==> src/rtl/region_monitor_pkg.sv <==
// Shared constants for the region monitor: protection modes, violation causes,
// FSM state encoding and the widened range-check width.
package region_monitor_pkg;

    localparam logic [1:0] MODE_OFF = 2'b00;
    localparam logic [1:0] MODE_WP  = 2'b01;
    localparam logic [1:0] MODE_FP  = 2'b10;

    localparam logic [1:0] CAUSE_NONE = 2'b00;
    localparam logic [1:0] CAUSE_CPU  = 2'b01;
    localparam logic [1:0] CAUSE_DMA  = 2'b10;
    localparam logic [1:0] CAUSE_IRQ  = 2'b11;

    typedef enum logic [1:0] {
        ST_RUN  = 2'd0,
        ST_KILL = 2'd1,
        ST_WAIT = 2'd2
    } state_t;

    // One extra bit so base+size of a region ending at the top of memory cannot wrap.
    function automatic int range_w(input int addr_w);
        return addr_w + 1;
    endfunction

endpackage

==> src/rtl/region_monitor_match.sv <==
// Address range check: hit when base <= addr <= base+size-1, size 0 never hits.
module region_match
    import region_monitor_pkg::*;
#(
    parameter int ADDR_W = 16
) (
    input  logic [ADDR_W-1:0] addr,
    input  logic [ADDR_W-1:0] base,
    input  logic [ADDR_W-1:0] size,
    output logic              hit
);
    localparam int WW = range_w(ADDR_W);

    logic [WW-1:0] addr_x;
    logic [WW-1:0] lo_x;
    logic [WW-1:0] end_x;

    assign addr_x = {1'b0, addr};
    assign lo_x   = {1'b0, base};
    // Exclusive upper bound; equivalent to addr <= base+size-1 whenever size != 0.
    assign end_x  = {1'b0, base} + {1'b0, size};
    assign hit    = (size != '0) && (addr_x >= lo_x) && (addr_x < end_x);

endmodule

==> src/rtl/region_monitor.sv <==
// Security monitor: checks CPU, DMA and IRQ activity against protected regions
// and holds the core in reset after a violation until it reaches the reset handler.
//
// state   | meaning
// --------+------------------------------------------------------------
// ST_RUN  | normal operation, watching for violations
// ST_KILL | reset asserted, minimum hold timer counting down
// ST_WAIT | reset asserted, waiting for pc == RESET_HANDLER
module region_monitor
    import region_monitor_pkg::*;
#(
    parameter int                          NUM_REGIONS   = 4,
    parameter int                          ADDR_W        = 16,
    parameter logic [NUM_REGIONS*ADDR_W-1:0] REGION_BASE = {16'h6A00, 16'h0400, 16'hFFC0, 16'hE000},
    parameter logic [NUM_REGIONS*ADDR_W-1:0] REGION_SIZE = {16'h0040, 16'h0C00, 16'h0020, 16'h1000},
    parameter logic [NUM_REGIONS*2-1:0]    REGION_MODE   = {2'b10, 2'b01, 2'b01, 2'b01},
    parameter logic [ADDR_W-1:0]           SMEM_BASE     = 16'hA000,
    parameter logic [ADDR_W-1:0]           SMEM_SIZE     = 16'h4000,
    parameter logic [ADDR_W-1:0]           RESET_HANDLER = 16'h0000,
    parameter int                          HOLD_CYCLES   = 4,
    parameter int                          CNT_W         = 8
) (
    input  logic              clk,
    input  logic              rst,
    input  logic [ADDR_W-1:0] pc,
    input  logic              data_en,
    input  logic              data_wr,
    input  logic [ADDR_W-1:0] data_addr,
    input  logic              dma_en,
    input  logic [ADDR_W-1:0] dma_addr,
    input  logic              irq,
    output logic              reset,
    output logic              viol_valid,
    output logic [1:0]        viol_cause,
    output logic [2:0]        viol_region,
    output logic [CNT_W-1:0]  viol_count
);
    localparam int HW = (HOLD_CYCLES > 1) ? $clog2(HOLD_CYCLES) : 1;
    localparam logic [HW-1:0] HOLD_LOAD = HW'(HOLD_CYCLES - 1);

    logic [NUM_REGIONS-1:0] cpu_viol;
    logic [NUM_REGIONS-1:0] dma_viol;
    logic                   pc_trusted;

    region_match #(.ADDR_W(ADDR_W)) u_smem (
        .addr (pc),
        .base (SMEM_BASE),
        .size (SMEM_SIZE),
        .hit  (pc_trusted)
    );

    for (genvar i = 0; i < NUM_REGIONS; i++) begin : g_region
        logic [1:0] mode;
        logic       data_hit;
        logic       dma_hit;

        assign mode = REGION_MODE[2*i +: 2];

        region_match #(.ADDR_W(ADDR_W)) u_data (
            .addr (data_addr),
            .base (REGION_BASE[ADDR_W*i +: ADDR_W]),
            .size (REGION_SIZE[ADDR_W*i +: ADDR_W]),
            .hit  (data_hit)
        );

        region_match #(.ADDR_W(ADDR_W)) u_dma (
            .addr (dma_addr),
            .base (REGION_BASE[ADDR_W*i +: ADDR_W]),
            .size (REGION_SIZE[ADDR_W*i +: ADDR_W]),
            .hit  (dma_hit)
        );

        // Mode 11 behaves as full-protect, so only bit 1 matters for reads.
        assign cpu_viol[i] = data_en && data_hit && !pc_trusted
                          && (mode[1] || (mode == MODE_WP && data_wr));
        assign dma_viol[i] = dma_en && dma_hit && (mode != MODE_OFF);
    end

    logic       any_viol;
    logic [1:0] nxt_cause;
    logic [2:0] nxt_region;

    // Later assignments override earlier ones: IRQ < DMA < CPU, and lower indices last.
    always_comb begin
        any_viol   = 1'b0;
        nxt_cause  = CAUSE_NONE;
        nxt_region = 3'd0;
        if (irq && pc_trusted) begin
            any_viol  = 1'b1;
            nxt_cause = CAUSE_IRQ;
        end
        for (int i = NUM_REGIONS - 1; i >= 0; i--) begin
            if (dma_viol[i]) begin
                any_viol   = 1'b1;
                nxt_cause  = CAUSE_DMA;
                nxt_region = 3'(i);
            end
        end
        for (int i = NUM_REGIONS - 1; i >= 0; i--) begin
            if (cpu_viol[i]) begin
                any_viol   = 1'b1;
                nxt_cause  = CAUSE_CPU;
                nxt_region = 3'(i);
            end
        end
    end

    state_t        state;
    logic [HW-1:0] hold_cnt;

    always_ff @(posedge clk) begin
        if (rst) begin
            state       <= ST_RUN;
            reset       <= 1'b0;
            hold_cnt    <= '0;
            viol_valid  <= 1'b0;
            viol_cause  <= CAUSE_NONE;
            viol_region <= 3'd0;
            viol_count  <= '0;
        end else begin
            case (state)
                ST_RUN: begin
                    if (any_viol) begin
                        state    <= ST_KILL;
                        reset    <= 1'b1;
                        hold_cnt <= HOLD_LOAD;
                        if (!viol_valid) begin
                            viol_valid  <= 1'b1;
                            viol_cause  <= nxt_cause;
                            viol_region <= nxt_region;
                        end
                        if (viol_count != '1) begin
                            viol_count <= viol_count + 1'b1;
                        end
                    end
                end
                ST_KILL: begin
                    if (hold_cnt == '0) begin
                        state <= ST_WAIT;
                    end else begin
                        hold_cnt <= hold_cnt - 1'b1;
                    end
                end
                ST_WAIT: begin
                    if (pc == RESET_HANDLER) begin
                        state <= ST_RUN;
                        reset <= 1'b0;
                    end
                end
                default: begin
                    state <= ST_RUN;
                    reset <= 1'b0;
                end
            endcase
        end
    end

endmodule

==> config.mk <==
export PLATFORM = sky130hd
export DESIGN_NAME = region_monitor
export DESIGN_NICKNAME = d
export VERILOG_FILES = /design/src/rtl/region_monitor_pkg.sv /design/src/rtl/region_monitor_match.sv /design/src/rtl/region_monitor.sv
export SDC_FILE = /design/constraint.sdc
export NUM_CORES = 1
export LEC_CHECK = 0
export ABC_CLOCK_PERIOD_IN_PS = 3100
export BUFFER_PORTS_ARGS = -buffer_cell sky130_fd_sc_hd__buf_2
export CAP_MARGIN = 20
export CORE_MARGIN = 2
export CORE_UTILIZATION = 43
export CTS_CLUSTER_DIAMETER = 80
export CTS_CLUSTER_SIZE = 10
export DETAILED_ROUTE_END_ITERATION = 7
export HOLD_SLACK_MARGIN = 0.02
export PLACE_DENSITY = 0.8
export SLEW_MARGIN = 10
export SYNTH_ARGS = -nofsm -noshare
export SYNTH_HDL_FRONTEND = slang
export SYNTH_SLANG_ARGS = --single-unit
==> constraint.sdc <==
create_clock -name clk -period 3.1 [get_ports clk]
set_input_delay 0.465 -clock clk [delete_from_list [all_inputs] [get_ports clk]]
set_output_delay 0.465 -clock clk [all_outputs]
set_load 0.01 [all_outputs]
==> results of run 1 <==
[critical path: cells and delay by family]
kind,cells,cell delay [ns]
buf+inv,1,0.10
compound gates,2,0.39
simple gates,4,1.45
[stage by stage]
step / area, sq um / util (%) / instances
global route: 1455 / 58.21 / 234
global placement: 1419 / 56.76 / 230
CTS: 1455 / 58.21 / 234
floorplan: 1142 / - / 148
detailed placement: 1419 / 56.76 / 230
finish: 1455 / 58.21 / 234
[metal layers]
metal	GRT usage, %	vias to the layer above
li1	-	675
met1	24.21	649
met2	37.41	37
met3	5.386	5
met4	6.272	0
met5	0	-
[power groups by stage]
stage,combinational (uW),sequential [uW],clock (uW)
floorplan,68.3,260,0
global placement,114,258,0
detailed placement,120,259,0
CTS,121,254,150
global route,136,256,160
finish,122,253,145
[cell families (layout without fill, tap and decap cells)]
family / after synthesis / count (layout) / share of synthesized area [%]
AO/OA/AOI/OAI: 42 / 42 / 23.44
other: 1 / 1 / 0.3283
flip-flops: 18 / 18 / 31.54
XOR/XNOR: 1 / 1 / 0.7668
multiplexers: 1 / 1 / 0.9857
AND/OR/NAND/NOR: 72 / 72 / 34.72
adder cells (fa/ha/maj): 2 / 2 / 2.190
buffers and inverters: 11 / 67 / 6.024
[final cells by class]
class	instances	area [sq um]
flip-flops and latches	18	360.3
multi-input cells	119	713.2
fillers	251	1045
repair buffers	57	285.3
inverters	6	22.52
well taps	30	37.54
clock buffers	4	36.28
[synthesized netlist by cell type]
master,count,area (sq um)
clkbuf_8,1,13.76
conb_1,1,3.750
buf_6,1,11.26
a221oi_1,2,17.52
nor2_1,13,48.80
a211o_2,1,10.01
nor4b_1,3,26.28
a31oi_1,3,18.77
nor3b_1,1,7.510
a21o_1,2,15.01
mux2_2,1,11.26
a22o_1,1,8.760
or3_2,2,15.01
dfxtp_1,18,360.4
a211oi_1,1,7.510
o21ai_0,8,40.04
nor3_1,3,15.01
a31o_2,1,8.760
or3_1,2,12.51
a41o_1,1,10.01
buf_4,1,7.510
ha_1,2,25.02
and2_1,1,6.260
buf_2,1,5.000
o41ai_1,2,17.52
o31ai_1,3,22.52
xnor2_1,1,8.760
and4_4,1,11.26
o211ai_1,1,7.510
nand3_1,7,35.03
and4_1,1,8.760
nand2b_1,1,6.260
inv_1,6,22.52
a2bb2oi_1,1,8.760
dlygate4sd1_1,1,8.760
nand2_1,14,52.55
and3_2,2,15.01
nand4_1,7,43.79
or4_1,4,30.03
nor4_1,5,31.28
a21oi_1,15,75.07
nor2b_1,5,31.28
[state kept, by name, indices dropped and copies added (netlist names)]
signal       count
hold_cnt         2
state            2
viol_count       8
viol_cause       2
reset            1
viol_valid       1
viol_region      2
[final timing paths]
| check | slack, ns | end | cells after the start |
|---|---|---|---|
| hold / removal | 0.46 | reset | 2 |
| setup / recovery | 0.93 | viol_count[5] | 7 |
| hold reg to reg | 0.46 | reset | 2 |
| setup reg to reg | 1.29 | viol_count[5] | 4 |
==> results.py, run 1 <==
metrics = {
    "power": {
        "p_comb_share_pct": 23.4,
        "power_per_cell_area_nw_per_um2": 357.7,
        "p_clk_share_pct": 27.9,
        "p_leak_uw": 0.0006373,
        "total_power_uw": 520.4,
        "swShare_pct": 29.33,
        "pwr-share-seq_pct": 48.7,
        "vdd_drop_max_mv": 0.3488,
        "p_sw_uw": 152.6,
        "p_int_uw": 367.8,
    },
    "floorplan": {
        "core_ar_sq_um": 2500,
        "io_pins": 69,
        "die_w_um": 55.54,
        "row_count": 18,
        "design.die.area_sq_um": 3085,
        "chipHeight_um": 55.54,
        "initial_standard_cell_utilization_of_the_core_pct": 45.70,
    },
    "setup_path": {
        "critical_path_required_ns": 3.34,
        "slowest_stage_cell_crit_path": "or4_1",
        "crit_type": "in2reg",
        "crit_path_max_incr_delay_ns": 0.47,
        "endpoint_kind": "flip-flop",
        "crit_arrival_ns": 2.41,
        "path_common_cell": "or4_1",
        "rr_startpoint": "state[0]",
        "cp_max_fo": 11,
        "cp-start-kind": "primary input",
        "setup.worst_path.start": "data_addr[7]",
        "crit_path_cell_trace": "buf_2 -> or3_1 -> or4_1 -> a21o_1 -> and4_4 -> or4_1 -> a21oi_1",
    },
    "synth": {
        "yosysWarnings": 0,
        "syn_nets": 204,
        "mappedNetlistArea_sq_um": 1142,
        "synth.lib_cells_used.distinct": 42,
        "synthesis.area_per_instance_sq_um": 7.719,
        "synthCells": 148,
        "ys_seq_elements": 18,
        "sequential_cell_area_fraction_in_the_yosys_report_pct": 31.54,
    },
    "cts": {
        "number_of_buffers_inserted_by_post_cts_setup_repair": 0,
        "cts_resized": 0,
        "cts-buffers-inserted": 3,
        "clock_insertion_delay_worst_skew_ns": 0.30,
        "clk_pin_slew_worst_paths_ns": 0.10,
        "cts_root_buffer": "clkbuf_4",
        "cts_tree": "yes",
        "clock_tree.buffer_depth": 2,
        "cts-hold-fix-buffers": 0,
        "htree_num_levels": 1,
        "numClockSinks": 18,
    },
    "final_layout": {
        "fin_nets": 261,
        "mostFrequentLayoutCell": "buf_2",
        "antenna_cells": 0,
        "layout-drive-gt1-share_pct": 33.82,
        "most_frequent_cells_in_the_layout": "buf_2 (57), dfxtp_1 (18), a21oi_1 (15), nand2_1 (14), nor2_1 (13)",
        "layout-area-overhead-vs-synth_pct": 27.38,
    },
    "placement": {
        "buffer_ports.inserted": 57,
        "gp_routability_congestion": 0.7663,
        "dp_hpwl_um": 2432,
        "pre_cts_ws_ns": 0.6163,
    },
    "global_route": {
        "grt_pass1_wl_um": 5333,
        "grt_overflow": 0,
        "grt_max_degree": 21,
        "initial_antenna_violation_count": 0,
        "grt_pass1_vias": 1286,
        "grt_util_all_layers_pct": 20.91,
    },
    "timing": {
        "post-route-worst-setup-slack_ns": 0.9298,
        "highest_clock_rate_mhz": 460.8,
        "final_hold_viol_count": 0,
        "final_min_period_over_clock_period_pct": 70.01,
        "holdWs_ns": 0.4604,
        "drv_slew": 0,
        "setup_viol": 0,
        "finalSetupTns_ns": 0,
        "max-slew-margin-rel_pct": 55.84,
        "rsz0062_at_grt": "false",
        "final.setup_skew_ns": 0.006509,
        "finalCriticalPeriod_ns": 2.170,
        "timing_worst_slew_pin_value_ns": 0.6573,
    },
    "detailed_routing": {
        "average_wire_per_cell_in_the_routed_design_um": 13.06,
        "met2WireLength_um": 1599,
        "route.layer.met1.wl_um": 1258,
        "viasPerCell": 5.838,
        "routed-via-count": 1366,
        "first_pass_iters": 4,
        "routed_wl_um": 3057,
        "initialDrtViolationCount": 38,
        "drtAntennaViolNets": 0,
        "drcViolationCount": 0,
        "met3_length_um": 169,
        "route.top_layer_used": "met4",
    },
    "hold_path": {
        "hp-class": "reg2reg",
        "hold_path.startpoint": "reset",
    },
    "job": {
        "drv_cap": 0,
    },
    "run_status": {
        "outcome": "finished clean",
    },
}
(Power assumes the default switching activity.)
==> inputs of run 2 (changes only) <==
ABC_CLOCK_PERIOD_IN_PS = 2100   (was 3100)
clock period = 2.1 ns   (was 3.1 ns; I/O delays follow)
==> run 2 against run 1 <==
Final cell count up 4.3%. Global-route usage barely moved. Non-clock buffer count increased by 10. Power grew 51%. Critical path depth unchanged. Flip-flop and latch count is the same. Critical path type unchanged. Critical endpoint unchanged.
==> results.py, run 2 (synthesis results as in run 1) <==
metrics = {
    "run_status": {
        "outcome": "finished clean",
    },
    "hold_path": {
        "hold_path.startpoint": "rst",
        "hp-class": "in2reg",
    },
    "setup_path": {
        "critical_path_endpoint": "viol_count[5]",
        "r2r_cells": 7,
        "rr_startpoint": "viol_count[0]",
        "cp-start-kind": "primary input",
        "reg2reg_setup_slack_ns": 0.33,
        "cp_max_fo": 8,
        "reg_to_reg_endpoint": "viol_count[5]",
        "crit_type": "in2reg",
        "crit_arrival_ns": 2.24,
        "setup.worst_path.start": "data_addr[7]",
        "endpoint_kind": "flip-flop",
        "critical_path_required_ns": 2.33,
    },
    "detailed_routing": {
        "routed_wl_um": 3225,
        "met2WireLength_um": 1707,
        "route.layer.met1.wl_um": 1310,
        "met3_length_um": 179,
        "route.top_layer_used": "met4",
        "average_wire_per_cell_in_the_routed_design_um": 13.22,
        "routed-via-count": 1388,
        "drtAntennaViolNets": 0,
        "first_pass_iters": 4,
        "viasPerCell": 5.689,
        "drcViolationCount": 0,
        "initialDrtViolationCount": 29,
    },
    "cts": {
        "numClockSinks": 18,
        "cts-buffers-inserted": 3,
        "number_of_buffers_inserted_by_post_cts_setup_repair": 0,
        "cts_root_buffer": "clkbuf_4",
        "cts_tree": "yes",
        "clk_pin_slew_worst_paths_ns": 0.10,
        "clock_tree.buffer_depth": 2,
        "htree_num_levels": 1,
        "clock_insertion_delay_worst_skew_ns": 0.29,
        "cts-hold-fix-buffers": 0,
    },
    "floorplan": {
        "chipHeight_um": 55.54,
        "row_count": 18,
        "design.die.area_sq_um": 3085,
        "core_ar_sq_um": 2500,
        "die_w_um": 55.54,
        "initial_standard_cell_utilization_of_the_core_pct": 45.70,
        "io_pins": 69,
    },
    "timing": {
        "rsz0062_at_grt": "false",
        "finalCriticalPeriod_ns": 2.013,
        "final_hold_viol_count": 0,
        "highest_clock_rate_mhz": 496.7,
        "max-slew-margin-rel_pct": 55.65,
        "finalSetupTns_ns": 0,
        "timing_worst_slew_pin_value_ns": 0.6602,
        "drv_slew": 0,
        "setup_viol": 0,
        "final.setup_skew_ns": 0.002770,
        "final_min_period_over_clock_period_pct": 95.87,
    },
    "final_layout": {
        "layout-area-overhead-vs-synth_pct": 34.28,
        "mostFrequentLayoutCell": "buf_2",
        "nFillCells": 237,
        "largest_register_ffs": 8,
        "regMostFlops": "viol_count",
        "most_frequent_cells_in_the_layout": "buf_2 (57), dfxtp_1 (18), a21oi_1 (15), nand2_1 (14), nor2_1 (13)",
        "antenna_cells": 0,
        "fin_nets": 271,
        "layout-drive-gt1-share_pct": 37.38,
    },
    "global_route": {
        "grt_pass1_wl_um": 5388,
        "grt_pass1_vias": 1335,
        "grt_overflow": 0,
        "grt_max_degree": 21,
        "grt_util_all_layers_pct": 20.86,
        "initial_antenna_violation_count": 0,
    },
    "placement": {
        "dp_hpwl_um": 2551,
        "gp_routability_congestion": 0.7837,
        "buffer_ports.inserted": 57,
    },
    "power": {
        "total_power_uw": 786.0,
        "vdd_drop_max_mv": 0.4664,
        "p_leak_uw": 0.0006862,
        "power_per_cell_area_nw_per_um2": 512.4,
    },
    "job": {
        "drv_cap": 0,
    },
}
[run 2: cell count changes in the layout (fill, tap and decap cells not counted)]
cell   change
or4_1      -1
or4_4      +1
buf_4     +10
[run 2: how the worst min path moves through the flow]
| stage | end | depth (start not counted) |
|---|---|---|
| floorplan | hold_cnt[0] | 2 |
| global placement | reset | 2 |
| detailed placement | viol_cause[0] | 2 |
| CTS | viol_valid | 2 |
| global route | viol_valid | 2 |
| finish | viol_valid | 2 |
[run 2: per-layer routing]
metal  vias up  GRT usage [%]
met3         4          5.152
li1        696              -
met4         0          3.833
met1       644          23.34
met2        44          39.63
met5         -              0
[run 2: layout make-up]
cell class / instances / area [sq um] / share of cell area [%]
Clock buffer: 4 / 36.28 / 2.365
Inverter: 6 / 22.52 / 1.468
Multi-Input combinational cell: 119 / 716.9 / 46.74
Sequential cell: 18 / 360.3 / 23.49
Tap cell: 30 / 37.54 / 2.447
Timing Repair Buffer: 67 / 360.3 / 23.49
[run 2: metrics by stage]
step | hold WS [ns] | utilization [%] | area (sq um) | setup WS [ns] | cells
2_1_floorplan | 0.4474 | - | 1142 | -0.1107 | 148
4_1_cts | 0.3888 | 61.21 | 1530 | 0.07767 | 244
3_3_place_gp | 0.4480 | 59.76 | 1494 | -0.1555 | 240
5_1_grt | 0.3906 | 61.36 | 1534 | 0.001328 | 244
6_report | 0.4046 | 61.36 | 1534 | 0.08683 | 244
3_5_place_dp | 0.4590 | 59.76 | 1494 | -0.2109 | 240
[run 2: repair_timing]
action | in CTS | in global routing
resized for setup | 0 | 1
hold endpoints to repair | 0 | 0
endpoints found under the setup margin | 0 | 1
[run 2: where the power goes]
group / internal (uW) / switching (uW)
Combinational: 93.0 / 107
Sequential: 360 / 15.1
Clock: 106 / 106
[run 2: critical path, stage by stage]
cell	delay, ns
buf_2	0.10
or3_1	0.37
or4_4	0.43
a21o_1	0.20
and4_4	0.20
or4_1	0.48
a21oi_1	0.15
